## config.mk

```make
export PLATFORM = sky130hd
export DESIGN_NAME = gpio_ctrl
export DESIGN_NICKNAME = d
export VERILOG_FILES = /design/src/rtl/gpio_ctrl.sv
export SDC_FILE = /design/constraint.sdc
export NUM_CORES = 1
export LEC_CHECK = 0
export BUFFER_PORTS_ARGS = -buffer_cell sky130_fd_sc_hd__buf_2
export CELL_PAD_IN_SITES_DETAIL_PLACEMENT = 1
export CELL_PAD_IN_SITES_GLOBAL_PLACEMENT = 1
export CORE_ASPECT_RATIO = 0.9
export CORE_UTILIZATION = 41
export DETAILED_ROUTE_END_ITERATION = 10
export PLACE_DENSITY_LB_ADDON = 0.25
export SLEW_MARGIN = 20
export SYNTH_ARGS = -nofsm -noshare
export SYNTH_HDL_FRONTEND = slang
export SYNTH_SLANG_ARGS = --single-unit
```

## constraint.sdc

```tcl
create_clock -name clk -period 15.44 [get_ports clk]
set_clock_uncertainty 0.05 [all_clocks]
set_input_delay 1.544 -clock clk [delete_from_list [all_inputs] [get_ports clk]]
set_output_delay 1.544 -clock clk [all_outputs]
set_load 0.05 [all_outputs]
```

## src/rtl/gpio_ctrl.sv

```systemverilog
// Register-access controller for the GPIO pin block: shadow MODE/DATA, synchronised IN,
// write-1-to-clear EDGE, and a round-robin arbiter between the CPU bus (port 0) and UART (port 1).
module gpio_ctrl #(
    parameter int          WIDTH_PIN = 2,
    parameter logic [31:0] MODE_RST  = 32'h0,
    parameter logic [31:0] DATA_RST  = 32'd3
) (
    input  logic        clk,
    input  logic        rst,
    input  logic [1:0]  req_valid,
    input  logic [1:0]  req_write,
    input  logic [3:0]  req_addr,
    input  logic [63:0] req_wdata,
    input  logic [63:0] req_wmask,
    output logic [1:0]  ack,
    output logic [31:0] rdata,
    output logic [31:0] gpio_mode,
    output logic [31:0] gpio_data,
    output logic        gpio_valid,
    input  logic [31:0] gpio_in
);

    typedef enum logic [1:0] {IDLE, ACCESS, RESP} state_t;

    state_t               state;
    logic                 sel, last, wr_q;
    logic [1:0]           addr_q;
    logic [31:0]          wdata_q, wmask_q;
    logic [31:0]          mode_q, data_q;
    logic [WIDTH_PIN-1:0] s1, s2, s3, edge_q;
    logic [WIDTH_PIN-1:0] edge_set, edge_clr;
    logic [1:0]           arm;
    logic                 grant;
    logic [31:0]          in_ext, edge_ext, w1c, cur_val, new_val;
    logic                 unused_in;

    assign gpio_mode = mode_q;
    assign gpio_data = data_q;
    assign unused_in = ^gpio_in;

    // Round-robin: on a tie the port that did not win last time gets the grant.
    always_comb begin
        grant = 1'b0;
        if (req_valid == 2'b11)
            grant = ~last;
        else if (req_valid[1])
            grant = 1'b1;
    end

    always_comb begin
        in_ext                      = '0;
        in_ext[WIDTH_PIN-1:0]       = s2;
        edge_ext                    = '0;
        edge_ext[WIDTH_PIN-1:0]     = edge_q;
        w1c                         = wdata_q & wmask_q;
        case (addr_q)
            2'd0:    cur_val = mode_q;
            2'd1:    cur_val = data_q;
            2'd2:    cur_val = in_ext;
            default: cur_val = edge_ext;
        endcase
        new_val = (cur_val & ~wmask_q) | w1c;
    end

    assign edge_set = (arm == 2'd3) ? (s2 ^ s3) : '0;
    assign edge_clr = (state == ACCESS && wr_q && addr_q == 2'd3) ? w1c[WIDTH_PIN-1:0] : '0;

    // Input path; edges are suppressed until the synchroniser has flushed its reset zeros.
    always_ff @(posedge clk or posedge rst) begin
        if (rst) begin
            s1     <= '0;
            s2     <= '0;
            s3     <= '0;
            edge_q <= '0;
            arm    <= 2'd0;
        end else begin
            s1     <= gpio_in[WIDTH_PIN-1:0];
            s2     <= s1;
            s3     <= s2;
            edge_q <= (edge_q & ~edge_clr) | edge_set;
            if (arm != 2'd3)
                arm <= arm + 2'd1;
        end
    end

    always_ff @(posedge clk or posedge rst) begin
        if (rst) begin
            state      <= IDLE;
            last       <= 1'b1;
            sel        <= 1'b0;
            wr_q       <= 1'b0;
            addr_q     <= 2'd0;
            wdata_q    <= '0;
            wmask_q    <= '0;
            mode_q     <= MODE_RST;
            data_q     <= DATA_RST;
            ack        <= 2'b00;
            rdata      <= '0;
            gpio_valid <= 1'b0;
        end else begin
            case (state)
                IDLE: begin
                    if (|req_valid) begin
                        sel     <= grant;
                        last    <= grant;
                        wr_q    <= grant ? req_write[1]     : req_write[0];
                        addr_q  <= grant ? req_addr[3:2]    : req_addr[1:0];
                        wdata_q <= grant ? req_wdata[63:32] : req_wdata[31:0];
                        wmask_q <= grant ? req_wmask[63:32] : req_wmask[31:0];
                        state   <= ACCESS;
                    end
                end
                ACCESS: begin
                    ack        <= sel ? 2'b10 : 2'b01;
                    rdata      <= wr_q ? '0 : cur_val;
                    gpio_valid <= 1'b0;
                    if (wr_q && addr_q == 2'd0) begin
                        mode_q     <= new_val;
                        gpio_valid <= (new_val != cur_val);
                    end
                    if (wr_q && addr_q == 2'd1) begin
                        data_q     <= new_val;
                        gpio_valid <= (new_val != cur_val);
                    end
                    state <= RESP;
                end
                RESP: begin
                    ack        <= 2'b00;
                    rdata      <= '0;
                    gpio_valid <= 1'b0;
                    state      <= IDLE;
                end
                default: state <= IDLE;
            endcase
        end
    end

endmodule

```

=== After elaboration in Yosys (flattened, before gate mapping) ===
Index checks and enable logic that the tools add are counted.

* Register bits after elaboration: 180
* Bits of input ports: 170
* Output and inout port bits: 99
* Word-level logic and storage cells: 66

* Add/subtract/negate cells: 1
* Equal/unequal tests: 10
* Mux-type cells: 18
* Bitwise logic cells: 9
* Reduce and logical (&&, ||, !) cells: 11

{| class="wikitable"
|+ Operators with widths
! cell !! number
|-
| 2-to-1 mux 32 bit || 3
|-
| case mux 32 bit (3 select lines) || 1
|-
| bitwise AND 32 bit || 2
|-
| case mux 32 bit (2 select lines) || 1
|-
| inequality test 32 bit || 1
|-
| NOT 32 bit || 1
|-
| bitwise OR 32 bit || 1
|-
| equality test 2 bit (second input constant) || 5
|-
| 2-to-1 mux 2 bit || 5
|-
| case mux 2 bit (2 select lines) || 2
|-
| AND reduction 2 bit || 3
|-
| 2-to-1 mux 1 bit || 5
|-
| equality test 2 x 1 -> 1 bit (second input constant) || 2
|-
| logical AND 1 bit || 4
|-
| logical NOT 2 bit || 2
|-
| inequality test 2 bit (second input constant) || 2
|-
| adder 2 x 1 -> 2 bit (second input constant) || 1
|-
| bitwise AND 2 bit || 1
|-
| NOT 2 bit || 1
|-
| bitwise OR 2 bit || 1
|-
| case mux 1 bit (2 select lines) || 1
|-
| nonzero test 2 bit || 1
|-
| OR reduction 2 bit || 1
|-
| bitwise XOR 2 bit || 1
|-
| NOT 1 bit || 1
|}

=== Longest topological paths before layout ===
* Depth in word-level cells: 8
* Mapped depth: 9
* Mapped depth without buffers: 7

=== Worst setup path after synthesis ===
Ideal clock, no wire load.

* Kind: in2reg
* Start: in req_valid[1]
* End: reg wmask_q[10]
* Setup time: 0.133 ns
* Data arrival time: 2.651 ns
* Data required time: 15.257 ns
* Setup slack: 12.605 ns
* Stages: 6
* Path buffers: 3
* Cell sequence: a21boi_0 clkbuf_1 buf_2 buf_2 mux2i_1 o21ai_0

* Longest elaborated chain between the ends: 3
* Elaborated cells between the ends (all ways): 6
* Classes of those cells: eq/ne: 1; mux: 3; reduce/logical: 2

{| class="wikitable"
|+ RTL lines
! what !! line !! RTL
|-
| from (decl) || 10 || <nowiki>input logic [1:0] req_valid,</nowiki>
|-
| equality test 2 bit / 2-to-1 mux 1 bit (equally long branches) || 44, 46 ||
|-
| 2-to-1 mux 1 bit || 44 || <nowiki>if (req_valid == 2'b11)</nowiki>
|-
| 2-to-1 mux 32 bit || 109 || <nowiki>wmask_q <= grant ? req_wmask[63:32] : req_wmask[31:0];</nowiki>
|-
| to (signal assigned) || 109 ||
|-
| to (decl) || 28 || <nowiki>logic [31:0] wdata_q, wmask_q;</nowiki>
|}

Parallel ways exist; a longest one is shown, timed or not.
A chain may end at the register's enable or synchronous reset.

=== Worst setup path after layout ===
* Start: in req_valid[1]
* End: reg wdata_q[4]

* Longest elaborated chain between the ends: 3
* Elaborated cells between the ends (all ways): 6
* Classes of those cells: eq/ne: 1; mux: 3; reduce/logical: 2

{| class="wikitable"
|+ RTL lines
! what !! line !! RTL
|-
| equality test 2 bit / 2-to-1 mux 1 bit (equally long branches) || 44, 46 ||
|-
| 2-to-1 mux 1 bit || 44 ||
|-
| 2-to-1 mux 32 bit || 108 || <nowiki>wdata_q <= grant ? req_wdata[63:32] : req_wdata[31:0];</nowiki>
|-
| to (signal assigned) || 108 ||
|-
| to (decl) || 28 ||
|}

Parallel ways exist; a longest one is shown, timed or not.

==> results.py <==
metrics = {
    "outcome": {
        "status": "finished, final reports clean",
    },
    "worst_setup_path": {
        "r2r_slack_ps": 12290,
        "start_kind": "primary input",
        "reg2reg_depth": 8,
        "crit_type": "primary input to flop",
        "cpPeakStageDelay_ps": 860,
        "critical_path_required_ps": 15640,
        "crit_path_top_delay_cell": "buf_4",
        "cp_num_buf_inv": 2,
        "crit_fanout": 107,
        "r2r_start": "addr_q[0]$_DFFE_PP0P_",
        "arrival_ps": 3460,
        "timing.rr.end": "gpio_valid$_DFFE_PP0P_",
        "cp.depth": 4,
        "crit_end": "wdata_q[4]$_DFFE_PP0P_",
        "end_kind": "flop",
        "worstPathCellList": "buf_2 -> o21ai_4 -> buf_4 -> o21ai_0",
        "path_delay_family": "buffers and inverters",
        "setup.worst_path.start": "req_valid[1]",
    },
    "sta": {
        "whs_ps": 300,
        "drv_slew": 0,
        "relSlewSlack_pct": 32.9,
        "fmax_mhz": 306,
        "setup_ws_ps": 12180,
        "setup_tns_ps": 0,
        "fin_crit_sh_pct": 21.1,
        "rsz0062_at_grt": "no",
        "fin_crit_ps": 3260,
        "final_hold_viol_count": 0,
        "tightest_slew_ps": 1010,
        "setup_viol": 0,
    },
    "placement": {
        "numPortBuffers": 238,
        "dpl_cell_area_mm2": 0.00988,
        "gp_congestion": 0.781,
        "hpwl_um": 17400,
        "post-place-cells": 1308,
        "place_ws_ps": 11750,
    },
    "hold_path": {
        "hold_class": "flop to flop",
        "worstHoldPathCells": 0,
        "hp-start": "s1[1]$_DFF_PP0_",
    },
    "detailed_routing": {
        "vias_per_cell": 5.32,
        "dr.first_iter.drc_count": 283,
        "drt-total-wl_um": 25200,
        "wire_per_inst_um": 18.8,
        "drc": 0,
        "drtPass1Iterations": 6,
        "vias": 7132,
        "postRouteAntennaNets": 0,
    },
    "clock_network": {
        "cts_buffers": 17,
        "cts_setup_buffers": 0,
        "clk_latency_ps": 430,
        "cts_tree": "done",
        "clkSinkCount": 180,
        "h-tree-depth": 4,
        "postCtsHoldBufs": 0,
        "cts-root-buf": "clkbuf_16",
        "cts_resized": 0,
        "clock_path_buffers": 2,
        "clkTransAtPathRegs_ps": 70,
    },
    "logic_synthesis": {
        "synth_compound_area_share_pct": 15.1,
        "synth_edf_count": 0,
        "synth_area_mm2": 0.00851,
        "syn-num-nets": 1038,
        "ys_types": 36,
        "synth_xor_area_share_pct": 3.60,
        "synth_cells": 864,
        "muxShareOfSynthArea_pct": 12.2,
        "synth-adder-area-share_pct": 0.588,
        "synth_seq_cells": 180,
        "yosysSeqAreaShare_pct": 53.0,
        "synth_ff_type": "dfrtp_1",
        "syn_area_per_cell_um2": 9.85,
        "async_flop_share_pct": 100,
        "synth_top_family_by_area": "compound AO/OA/AOI/OAI gates",
        "yosysWarnings": 0,
        "yosys.area_share.simple_pct": 11.0,
    },
    "global_routing": {
        "top_usage_layer": "met2",
        "grt_pass1_vias": 7356,
        "overflow": 0,
        "grt_use_total_pct": 24.2,
        "grt_max_degree": 131,
        "grt_pass1_wl_um": 40300,
        "grt.met3_usage_pct": 5.38,
        "use_met2_pct": 39.5,
        "met1_usage_pct": 32.5,
        "antenna_found_initial": 0,
    },
    "power_and_ir_drop": {
        "clock_power_share_pct": 17.4,
        "p_comb_share_pct": 49.7,
        "switchingPower_mw": 1.31,
        "sequentialPowerShare_pct": 32.9,
        "p_sw_share_pct": 50.1,
        "total_power_mw": 2.62,
        "ir_worst_vdd_v": 0.000150,
        "power.leakage_nw": 5.09,
        "power_density_mw_per_mm2": 249,
        "power.internal_mw": 1.31,
    },
    "die": {
        "io_pins": 269,
        "start_util_pct": 42.2,
        "dieWidth_um": 154,
        "die_area_mm2": 0.0213,
        "row_count": 49,
        "die_h_um": 139,
        "core_mm2": 0.0202,
    },
    "cells_and_area": {
        "final_util_pct": 52.1,
        "layout-drive-gt1-share_pct": 27.1,
        "nets": 1246,
        "fillCellCount": 2370,
        "multi_input_area_mm2": 0.00365,
        "diodes": 0,
        "fin_cells": 1340,
        "final_area_mm2": 0.0105,
        "area_growth_pct": 23.4,
        "layout.cells.most_common": "buf_2",
        "final-seq-area_mm2": 0.00451,
        "mostFrequentLayoutCells": "buf_2, dfrtp_1, nand2_1",
    },
    "job": {
        "max_cap_violations": 0,
    },
}
registers in the layout, indices dropped and copies added, names as in the netlist, 32 cells and up:
signal     cells
gpio_data     32
gpio_mode     32
rdata         32
wmask_q       32
wdata_q       32
worst min path at each step:
stage,endpoint
6_report,s2[1]$_DFF_PP0_
5_1_grt,s2[0]$_DFF_PP0_
4_1_cts,s2[1]$_DFF_PP0_
3_5_place_dp,s2[1]$_DFF_PP0_
3_3_place_gp,s2[0]$_DFF_PP0_
2_1_floorplan,s2[0]$_DFF_PP0_
power groups by stage:
stage | logic, mW | clock network, mW | registers [mW]
final | 1.30 | 0.457 | 0.861
after global routing | 1.42 | 0.483 | 0.892
after CTS | 1.32 | 0.467 | 0.862
after detailed placement | 1.31 | 0 | 0.868
after global placement | 1.27 | 0 | 0.855
after floorplan | 0.641 | 0 | 1.14
cell usage after synthesis, types with 2 or more instances:
cell	count	area, µm²
dfrtp_1	177	4430
nand2_1	112	420
o21ai_0	105	526
mux2i_1	98	981
nor2_1	67	251
a21oi_1	63	315
inv_1	37	139
clkbuf_1	36	135
xor2_1	32	280
nor3_1	30	150
o32ai_1	30	263
a22oi_1	15	113
buf_1	9	33.8
buf_2	9	45.0
nand4_1	5	31.3
ha_1	4	50.1
mux2_2	4	45.0
dfstp_2	3	78.8
o22ai_1	3	18.8
xnor2_1	3	26.3
a21boi_0	2	15.0
and3_1	2	12.5
buf_6	2	22.5
nand3b_1	2	15.0
nor4bb_1	2	20.0
o21a_1	2	15.0
cells by family (layout without fill, tap and decap cells):
kind of cell             after synthesis  after routing
XOR/XNOR                              35             35
flip-flops                           180            180
buffers and inverters                 94            315
multiplexers                         103            103
AO/OA/AOI/OAI                        223            223
AND/OR/NAND/NOR                      225            225
adder cells (fa/ha/maj)                4              4
metal layers:
layer	wire, µm	vias to the layer above
li1	-	3415
met1	11600	3525
met2	12100	175
met3	1230	17
met4	252	0
met5	0	-
layout make-up:
| type | count | area share [%] |
|---|---|---|
| clock buffer | 20 | 4.25 |
| clock inverter | 12 | 1.62 |
| inverter | 37 | 1.39 |
| multi-input combinational | 590 | 34.8 |
| sequential | 180 | 43.0 |
| tap | 255 | 3.04 |
| timing repair buffer | 246 | 11.9 |
worst reg2reg max path: stages, from the launching register on:
cell,delay [ps]
dfrtp_2,430
buf_4,600
mux2i_1,380
xnor2_1,90
and3_1,190
nor4_2,370
nand4_1,170
nor4_1,550
o22ai_1,160
Power figures use the tool's default switching activity.
